## src/rtl/i2s_audio_tx.sv

```systemverilog
// I2S transmitter: one free-running frame counter drives MCLK/LRCK/SCK/SDIN; the stereo pair is latched at frame end.
// Optional build macro AUDIO_MUTE_EN adds a mute input that zeroes the captured pair.
module i2s_audio_tx #(
    parameter int MCLK_LOG2 = 1,
    parameter int SCK_LOG2  = 3
) (
    input  logic        clk,
    input  logic        rst,
    input  logic [15:0] audio_left,
    input  logic [15:0] audio_right,
`ifdef AUDIO_MUTE_EN
    input  logic        mute,
`endif
    output logic        sample_req,
    output logic        audio_mclk,
    output logic        audio_lrck,
    output logic        audio_sck,
    output logic        audio_sdin
);

    localparam int W = SCK_LOG2 + 7;

    logic [W-1:0] cnt_q, cnt_d;
    logic [15:0]  hold_l_q, hold_l_d;
    logic [15:0]  hold_r_q, hold_r_d;
    logic         capture;
    logic [5:0]   slot_d;
    logic [3:0]   l_idx, r_idx;
    logic         sdin_d;

    logic sample_req_q, mclk_q, lrck_q, sck_q, sdin_q;

    assign capture = (cnt_q == {W{1'b1}});
    assign cnt_d   = cnt_q + {{(W-1){1'b0}}, 1'b1};
    assign slot_d  = cnt_d[W-1:SCK_LOG2+1];

    // Bit positions are only meaningful inside the data slots; the range tests below gate them.
    assign l_idx = 4'(6'd16 - slot_d);
    assign r_idx = 4'(6'd49 - slot_d);

    always_comb begin
        hold_l_d = hold_l_q;
        hold_r_d = hold_r_q;
        if (capture) begin
`ifdef AUDIO_MUTE_EN
            hold_l_d = mute ? 16'h0000 : audio_left;
            hold_r_d = mute ? 16'h0000 : audio_right;
`else
            hold_l_d = audio_left;
            hold_r_d = audio_right;
`endif
        end
    end

    // Outputs are registered from the next count, so each one matches the count it is shown with.
    always_comb begin
        sdin_d = 1'b0;
        if (slot_d >= 6'd1 && slot_d <= 6'd16) begin
            sdin_d = hold_l_d[l_idx];
        end else if (slot_d >= 6'd34 && slot_d <= 6'd49) begin
            sdin_d = hold_r_d[r_idx];
        end
    end

    always_ff @(posedge clk) begin
        if (rst) begin
            cnt_q        <= '0;
            hold_l_q     <= '0;
            hold_r_q     <= '0;
            sample_req_q <= 1'b0;
            mclk_q       <= 1'b0;
            lrck_q       <= 1'b0;
            sck_q        <= 1'b0;
            sdin_q       <= 1'b0;
        end else begin
            cnt_q        <= cnt_d;
            hold_l_q     <= hold_l_d;
            hold_r_q     <= hold_r_d;
            sample_req_q <= capture;
            mclk_q       <= cnt_d[MCLK_LOG2];
            lrck_q       <= slot_d[5];
            sck_q        <= cnt_d[SCK_LOG2];
            sdin_q       <= sdin_d;
        end
    end

    assign sample_req = sample_req_q;
    assign audio_mclk = mclk_q;
    assign audio_lrck = lrck_q;
    assign audio_sck  = sck_q;
    assign audio_sdin = sdin_q;

endmodule

```

## config.mk

```make
export PLATFORM = sky130hd
export DESIGN_NAME = i2s_audio_tx
export DESIGN_NICKNAME = d
export VERILOG_FILES = /design/src/rtl/i2s_audio_tx.sv
export SDC_FILE = /design/constraint.sdc
export NUM_CORES = 1
export LEC_CHECK = 0
export ABC_AREA = 1
export CELL_PAD_IN_SITES_DETAIL_PLACEMENT = 0
export CELL_PAD_IN_SITES_GLOBAL_PLACEMENT = 2
export CORE_ASPECT_RATIO = 0.5
export CORE_MARGIN = 8
export CORE_UTILIZATION = 25
export DETAILED_ROUTE_END_ITERATION = 6
export DONT_BUFFER_PORTS = 1
export PLACE_DENSITY = 0.64
export SLEW_MARGIN = 20
export SYNTH_ARGS = -nofsm -noshare
export SYNTH_HDL_FRONTEND = slang
export SYNTH_SLANG_ARGS = --single-unit
```

## constraint.sdc

```tcl
create_clock -name clk -period 1.9 [get_ports clk]
set_input_delay 0.38 -clock clk [delete_from_list [all_inputs] [get_ports clk]]
set_output_delay 0.38 -clock clk [all_outputs]
set_load 0.01 [all_outputs]
```

**Word level (Yosys, flattened, before mapping)**

Index checks and enable logic that the tools add are counted.

- Flip-flop bits (word level): 47
- Input bits: 34
- Output and inout bits: 5
- Logic and storage cells: 28

- $add $sub $neg: 3
- Magnitude comparators: 6
- Equal/unequal tests: 1
- Multiplexer cells: 8
- Reduce and logical (&&, ||, !) cells: 2

Operators with widths:

| cell | number |
|---|---|
| 16-bit 2-to-1 mux | 2 |
| 10-bit by 1-bit adder with 10-bit output, second input constant | 1 |
| 10-bit == test, second input constant | 1 |
| 4-bit by 5-bit < comparator with 1-bit output, second input constant | 2 |
| 1-bit binary-select mux with 4-bit select | 2 |
| 1-bit by 4-bit subtractor with 4-bit output, first input constant | 2 |
| 6-bit by 1-bit greater-or-equal comparator with 1-bit output, second input constant | 1 |
| 6-bit greater-or-equal comparator, second input constant | 1 |
| 6-bit by 5-bit less-or-equal comparator with 1-bit output, second input constant | 1 |
| 6-bit less-or-equal comparator, second input constant | 1 |
| 1-bit 2-to-1 mux | 4 |
| 1-bit logical AND | 2 |

**Longest topological paths before layout**

Gate-level depths: netlist (run 1).

- Word-level depth: 6
- Mapped depth: 14
- Gate-level depth less buffers: 14

**Worst setup path after synthesis (run 1)**

Ideal clock, no wire load.

- Path kind: register to register
- Start: reg cnt_q[1]
- End: reg sdin_q (netlist: audio_sdin)
- Setup time: 0.067 ns
- Arrival: 2.044 ns
- Data required time: 1.833 ns
- Slack: -0.211 ns
- Stages on the path, launching flop included: 13
- Buffers on the path: 1
- Clock period less this slack: 2.111 ns
- Cell sequence: dfxtp_1 -> ha_1 -> nand3_2 -> xnor2_2 -> buf_6 -> ha_1 -> inv_1 -> nand3_1 -> nand3_1 -> nand3_1 -> nand2_1 -> nand2_1 -> a21oi_2

- Longest elaborated chain between the ends: 6
- Elaborated cells on any way between the ends: 18
- Classes of those cells: 3 x add/sub; 4 x order compare; 1 x eq/ne; 8 x mux; 2 x reduce/logical

Ends and longest elaborated chain:

| element | RTL line | source |
|---|---|---|
| start, declared | 23 | `logic [W-1:0] cnt_q, cnt_d;` |
| start signal, assigned | 76 | `cnt_q <= cnt_d;` |
| 10-bit by 1-bit adder with 10-bit output * | 34 | `assign cnt_d = cnt_q + {{(W-1){1'b0}}, 1'b1};` |
| via cnt_d[4] | 23 |  |
| 1-bit by 4-bit subtractor with 4-bit output | 39 | `assign r_idx = 4'(6'd49 - slot_d);` |
| 1-bit binary-select mux with 4-bit select | 61 | `sdin_d = hold_r_d[r_idx];` |
| 1-bit 2-to-1 mux (implied by the code) | 61 |  |
| 1-bit 2-to-1 mux | 60 | `end else if (slot_d >= 6'd34 && slot_d <= 6'd49) begin` |
| 1-bit 2-to-1 mux * | 58 | `if (slot_d >= 6'd1 && slot_d <= 6'd16) begin` |
| end signal, assigned | 83 | `sdin_q <= sdin_d;` |
| end, declared | 31 | `logic sample_req_q, mclk_q, lrck_q, sck_q, sdin_q;` |

The timed path passes the listed nets; every way through them passes the cells marked *. The select of a mux whose other input is x is not followed.
A chain may end at the register's enable or synchronous reset.

**Worst setup path after layout (run 1)**

- Start: reg cnt_q[0]
- End: reg sdin_q (netlist: audio_sdin)

- Longest elaborated chain between the ends: 6
- Elaborated cells on any way between the ends: 18
- Classes of those cells: 3 x add/sub; 4 x order compare; 1 x eq/ne; 8 x mux; 2 x reduce/logical

Ends and longest elaborated chain:

| element | RTL line |
|---|---|
| 10-bit by 1-bit adder with 10-bit output / 10-bit == test (equally long branches) | 34, 33 |
| 1-bit by 4-bit subtractor with 4-bit output / 16-bit 2-to-1 mux (equally long branches) | 39, 44 |
| 1-bit binary-select mux with 4-bit select | 61 |
| 1-bit 2-to-1 mux (implied by the code) | 61 |
| 1-bit 2-to-1 mux | 60 |
| 1-bit 2-to-1 mux * | 58 |

Mark *: on every way between the ends. The rest lies on a longest branch, timed or not. The select of a mux whose other input is x is not followed.

==> key figures, run 1 <==
Floorplanning
  • Die Y: 85.5 um
  • Core area: 9420 um2
  • Top Ports: 39
  • Die W: approximately 160 um
  • Num rows: 25
  • Initial core utilization: about a quarter
  • Die ar.: roughly 13000 um2

Synth
  • Sequential fraction of the synthesis area: a little over a third
  • Area leader, netlist: dfxtp_1
  • Post-Syn Nets: 387
  • Synth warnings: 0
  • Yosys cell types: 30
  • Share of the synthesized area in the top cell type: approximately 36%
  • Most common cell in the synthesized netlist: nand2_1
  • Ys async rst share: 0%
  • Synth Flop Type: dfxtp_1
  • Cells after Synth: ~350
  • Synth top cells by count: nand2_1 (83), nand3_1 (63), dfxtp_1 (44), inv_1 (42), nor2_1 (33)
  • Synth area leaders: dfxtp_1 (36%), nand3_1 (13%), nand2_1 (13%), inv_1 (6.5%), nor2_1 (5.1%)
  • Synth Register Bits: 44
  • Post-synth EDFFs: 0
  • Syn avg cell area: roughly 7.0 um2
  • Netlist Area Pre-Place: around 2400 um2

CTS
  • Hold buffers post-CTS: 0
  • CTS tree: done
  • Clock-pin slew on the worst setup and hold paths: roughly 0.060 ns
  • Deepest clock path buffer count: 2
  • TritonCTS buffer count: 5
  • Clk sinks: 44
  • Worst-Skew Late Latency: between 0.2 and 0.3 ns
  • H-tree depth: 2
  • Clock Tree Root: clkbuf_16

Detailed routing
  • DRC: 0
  • Vias/cell: between 4 and 5
  • Vias: between 2000 and 2500
  • 1st-pass router iterations: 4
  • Drt first-iter violations: ~110
  • Post-route ant nets: 0
  • DR WL/cell: ~14 um
  • Total wire length: roughly 6.9 mm

Layout
  • Share of post-route cells with drive strength above 1: between 20% and 30%
  • Multi-input logic area: 1460 um2
  • Number of fill cells: around 1000
  • Area grow syn2layout: 31.5%
  • Register area: a little under 900 um2
  • Nets: roughly 420
  • Antenna diodes: 0
  • Design Area, Final: roughly 3200 um2

Placement
  • GPL Wtd Cong: between 0.7 and 0.8
  • Placed Area: ~2800 um2
  • Dpl ws: -0.116 ns
  • HPWL Detailed: roughly 5.2 mm
  • IO buf count: 0

Worst setup path
  • WP depth: 13
  • Largest delay share family, worst path: simple AND/OR/NAND/NOR gates
  • Reg2reg end: audio_sdin$_SDFF_PP0_
  • Crit end category: register
  • Critical Path Fanout Max: 4
  • Critical path buffers and inverters: 2
  • Reg-to-Reg Start: cnt_q[0]$_SDFF_PP0_
  • Crit-path slowest cell: dfxtp_2
  • Critical Path RT: between 2 and 2.5 ns
  • R2R cell count: 13
  • Reg2Reg Setup Slack: between 0.01 and 0.015 ns
  • Worst setup SP type: register
  • Type of the worst setup path: reg -> reg
  • Worst Path Arrival: roughly 2.1 ns
  • Max incr delay on CP: 0.36 ns
  • Crit-path cells: ha_4, nand3_4, nor2_4, xnor2_4, ha_4, inv_2, nor2_4, xnor2_2, inv_1, nand3_2, nand2_1, nand2_1, a21oi_2

Timing
  • FMAX: about 530 MHz
  • Tmin final: around 1.9 ns
  • RSZ-0062 raised after global routing: true
  • Hold Vio Cnt, Final: 0
  • Worst hold slack: approximately 0.15 ns
  • Endpoints failing setup: 0
  • Max Transition Viols Final: 0
  • Final worst slack: approximately 0.015 ns
  • Fin crit share: slightly below 100%
  • Slew headroom: between 80% and 90%
  • Least-Margin Pin Slew: ~0.29 ns
  • Setup Skew: ~0.0065 ns

Power
  • PwrDens: 635 nW/um2
  • Leakage: 1.44 nW
  • Largest vdd supply drop: 0.327 mV

Min path
  • Hold Startpoint: rst
  • HP Class: in -> reg
  • Hold depth: 1
  • Worst Hold Path EP: cnt_q[0]$_SDFF_PP0_

GRT
  • GR Util All Layers: roughly a tenth
  • Gr ovfl total: 0
  • Initial antenna violation count: 0
  • Vias in the first global route: roughly 2200
  • Largest net degree at the start of global routing: 45
  • Global-route wire length before repair: 11.2 mm

Outcome
  • Outcome: completed

Flow run
  • Max cap viols: 0
-- cell type report --
class | count | area share, %
clock buffers | 7 | 4.80
clock inverters | 1 | 0.945
inverters | 44 | 5.43
well taps | 135 | 5.31
flip-flops and latches | 44 | 27.9
multi-input cells | 244 | 46.0
repair buffers | 37 | 9.61
-- layer usage --
| metal | global-route usage, % | share of wire (%) | wire length, um | up-vias |
|---|---|---|---|---|
| li1 | - | - | - | 1182 |
| met1 | 14.2 | 51 | 3530 | 1032 |
| met2 | 16.2 | 42 | 2930 | 50 |
| met3 | 3.16 | 5.3 | 366 | 9 |
| met4 | 3.35 | 1.5 | 101 | 0 |
| met5 | 0 | 0 | 0 | - |
-- where the power goes --
part | internal, W | leakage [nW] | switching, W
combinational | 0.0000162 | 0.995 | 0.0000152
clock | 0.000693 | 0.0901 | 0.000362
sequential | 0.000928 | 0.356 | 0.00000517
total | 0.00164 | 1.44 | 0.000382
-- flip-flops by register name (all words and copies together), names as in the netlist --
| signal | count |
|---|---|
| cnt_q | 10 |
| sample_req | 1 |
| audio_sdin | 1 |
| hold_r_q | 16 |
| hold_l_q | 16 |
-- cells by family after synthesis --
kind of cell,count (synthesis),share of synthesized area (%)
buf+inv,59,11.0
flops,44,36.5
fa+ha+maj,6,3.11
simple gates,208,40.7
xor+xnor,8,3.83
compound gates,22,4.92
-- cell usage in the layout (no fill, tap or decap), types with 5 or more instances in the layout --
cell type | netlist | routed
nor2_1 | 33 | 29
nand2_1 | 83 | 81
clkbuf_16 | 0 | 5
dfxtp_1 | 44 | 41
nand4_1 | 18 | 18
inv_1 | 42 | 40
a21oi_1 | 17 | 17
nand3_1 | 63 | 53
buf_4 | 2 | 32
nand3_2 | 1 | 10
-- worst register-to-register path: stages (launching register included) --
cell	delay [ns]
dfxtp_2	0.36
ha_4	0.16
nand3_4	0.14
nor2_4	0.18
xnor2_4	0.16
ha_4	0.17
inv_2	0.05
nor2_4	0.10
xnor2_2	0.14
inv_1	0.08
nand3_2	0.07
nand2_1	0.05
nand2_1	0.07
a21oi_2	0.05
-- through the flow --
step	std cells	TNS (ns)	total power (W)	util [%]
2_1_floorplan	347	0	0.000985	-
3_3_place_gp	496	-0.119	0.000983	29.8
3_5_place_dp	496	-0.116	0.000984	29.8
4_1_cts	509	0	0.00206	32.3
5_1_grt	512	-0.125	0.00210	33.8
6_report	512	0	0.00202	33.8
-- worst max-delay path by stage --
stage,start,to,slack (ns)
floorplan,cnt_q[1]$_SDFF_PP0_,audio_sdin$_SDFF_PP0_,0.002
global placement,cnt_q[0]$_SDFF_PP0_,audio_sdin$_SDFF_PP0_,-0.12
detailed placement,cnt_q[0]$_SDFF_PP0_,audio_sdin$_SDFF_PP0_,-0.12
CTS,cnt_q[1]$_SDFF_PP0_,audio_sdin$_SDFF_PP0_,0.006
global route,cnt_q[0]$_SDFF_PP0_,audio_sdin$_SDFF_PP0_,-0.13
finish,cnt_q[0]$_SDFF_PP0_,audio_sdin$_SDFF_PP0_,0.01
-- repair_timing --
item	4_1_cts	5_1_grt
setup buffers	5	3
endpoints found under the setup margin	1	1
pin swaps	5	15
gates resized for setup	4	23
No activity file was read; power rests on OpenSTA's default activity.
==> run 2, diff against run 1 <==
- GPL_TIMING_DRIVEN: default -> 0
==> run 2 against run 1 <==
  * The run now ends with setup timing left
  * Sequential cell count stayed put
  * First-iteration DRC count is 5.7% higher
  * Utilization is 0.66 points higher
  * Highest routed layer unchanged
==> key figures, run 2 (same netlist as run 1, synthesis figures left out) <==
Placement
  • GPL Wtd Cong: a little under 0.8
  • HPWL Detailed: roughly 5.3 mm
  • Dpl ws: -0.497 ns
  • Inst Count DP: roughly 480
  • IO buf count: 0

Floorplanning
  • Die W: 155 um
  • Die Y: ~86 um
  • Core area: about 9400 um2
  • Initial core utilization: between 20% and 30%
  • Num rows: 25
  • Top Ports: 39
  • Die ar.: ~13000 um2

Worst setup path
  • Crit end category: register
  • Crit-path cells: ha_4, nand3_4, nor2_4, xnor2_4, buf_4, buf_4, xor2_2, nand3_2, nand3_2, nand2_1, nand2_1, a21oi_2
  • Crit-path slowest cell: dfxtp_4
  • Reg2Reg Setup Slack: -0.16 ns
  • Worst setup SP type: register
  • R2R cell count: 12
  • Type of the worst setup path: reg -> reg
  • Worst Path Arrival: about 2.2 ns
  • Reg2reg end: audio_sdin$_SDFF_PP0_
  • Critical Path Fanout Max: 3
  • Reg-to-Reg Start: cnt_q[1]$_SDFF_PP0_
  • Critical Path RT: approximately 2.1 ns
  • Max incr delay on CP: approximately 0.4 ns

GRT
  • Initial antenna violation count: 0
  • Largest net degree at the start of global routing: 14
  • GR Util All Layers: 11.5%
  • Global-route wire length before repair: approximately 12 mm
  • Gr ovfl total: 0
  • Vias in the first global route: about 2100

Detailed routing
  • Vias/cell: about 4.5
  • DR WL/cell: between 10 and 15 um
  • Total wire length: about 7.7 mm
  • Drt first-iter violations: around 110
  • DRC: 0
  • Vias: roughly 2300
  • Post-route ant nets: 0
  • 1st-pass router iterations: 6

CTS
  • CTS tree: done
  • Deepest clock path buffer count: 2
  • TritonCTS buffer count: 5
  • Hold buffers post-CTS: 0
  • Clock Tree Root: clkbuf_16
  • Clock-pin slew on the worst setup and hold paths: 0.06 ns
  • Clk sinks: between 40 and 50
  • H-tree depth: 2
  • Worst-Skew Late Latency: ~0.29 ns

Layout
  • Nets: 417
  • Share of post-route cells with drive strength above 1: about a quarter
  • Util after Layout: between 30% and 40%
  • Largest regs: hold_l_q (16), hold_r_q (16), cnt_q (10)
  • Most frequent cells in the layout: nand2_1 (80), nand3_1 (49), dfxtp_1 (39), inv_1 (38), nor2_1 (30)
  • Commonest non-fill, non-tap cell in the layout: nand2_1
  • Area grow syn2layout: 34.1%
  • Antenna diodes: 0
  • Fin cells: roughly 510

Min path
  • Hold Startpoint: audio_left[15]
  • Worst Hold Path EP: hold_l_q[15]$_SDFF_PP0_
  • HP Class: in -> reg
  • Hold depth: 2

Timing
  • Hold Vio Cnt, Final: 0
  • Fin crit share: 108%
  • Setup TNS: -0.156 ns
  • Tmin final: roughly 2.1 ns
  • Max Transition Viols Final: 0
  • Worst hold slack: roughly 0.26 ns
  • RSZ-0062 raised after global routing: true
  • FMAX: approximately 490 MHz
  • Least-Margin Pin Slew: slightly below 0.6 ns
  • Slew headroom: between 60% and 70%
  • Final worst slack: -0.156 ns
  • Endpoints failing setup: 1
  • Setup Skew: 0.00537 ns

Power
  • Leakage: around 1.4 nW
  • PwrDens: between 500 and 600 nW/um2
  • Largest vdd supply drop: 0.349 mV

Outcome
  • Outcome: finished, violations left
  • Violated checks: setup timing

Flow run
  • Max cap viols: 0
## run 2: repair_timing
| item | in CTS | in global routing |
|---|---|---|
| setup endpoints to repair | 1 | 1 |
| pin swaps | 11 | 14 |
| resized for setup | 28 | 19 |
| setup buffers | 19 | 4 |
## run 2: how the worst max path moves through the flow
| stage | startpoint | to | slack [ns] |
|---|---|---|---|
| 3_3_place_gp | cnt_q[2]$_SDFF_PP0_ | audio_sdin$_SDFF_PP0_ | -0.45 |
| 2_1_floorplan | cnt_q[1]$_SDFF_PP0_ | audio_sdin$_SDFF_PP0_ | 0.002 |
| 6_report | cnt_q[1]$_SDFF_PP0_ | audio_sdin$_SDFF_PP0_ | -0.16 |
| 4_1_cts | cnt_q[1]$_SDFF_PP0_ | audio_sdin$_SDFF_PP0_ | -0.1 |
| 5_1_grt | cnt_q[3]$_SDFF_PP0_ | audio_sdin$_SDFF_PP0_ | -0.28 |
| 3_5_place_dp | cnt_q[2]$_SDFF_PP0_ | audio_sdin$_SDFF_PP0_ | -0.50 |
## run 2: area by class of cell
| type | count | area (um2) |
|---|---|---|
| repair buffers | 23 | 213 |
| multi-input cells | 244 | 1510 |
| well taps | 135 | 169 |
| fillers | 1017 | 6170 |
| inverters | 44 | 181 |
| flip-flops and latches | 44 | 892 |
| clock buffers | 8 | 156 |
| plain buffers | 15 | 123 |
## run 2: worst max-delay path, delay by kind of cell, from the launching register on
family,cells,cell delay [ns]
and+or+nand+nor,6,0.63
DFF,1,0.40
AOI/OAI and AO/OA,1,0.06
xor gates and xnor gates,2,0.34
adders and majority gates,1,0.17
buffers and inverters,2,0.31
## run 2: where the power goes
part | switching, W | internal [W] | leakage (nW)
logic | 0.0000306 | 0.0000129 | 0.985
registers | 0.0000116 | 0.000927 | 0.357
clock network | 0.000352 | 0.000560 | 0.0772
## run 2: per-layer routing
metal  global-route usage (%)  share of wire [%]  vias to the layer above
li1                         -                  -                     1189
met1                     15.9                 50                     1073
met2                     17.1                 44                       48
met3                     3.26                5.8                        2
met4                     2.91               0.35                        0
met5                        0                  0                        -
## run 2: per-stage QoR
stage	area, um2	power [W]
2_1_floorplan	2510	0.000985
3_3_place_gp	2680	0.000999
3_5_place_dp	2680	0.00100
4_1_cts	3100	0.00193
5_1_grt	3240	0.00198
6_report	3240	0.00189
==> run 3, diff against run 2 <==
- SLEW_MARGIN: 20 -> 5
==> results of run 3 <==
Final layout, timing and power as in run 2 (identical DEF).
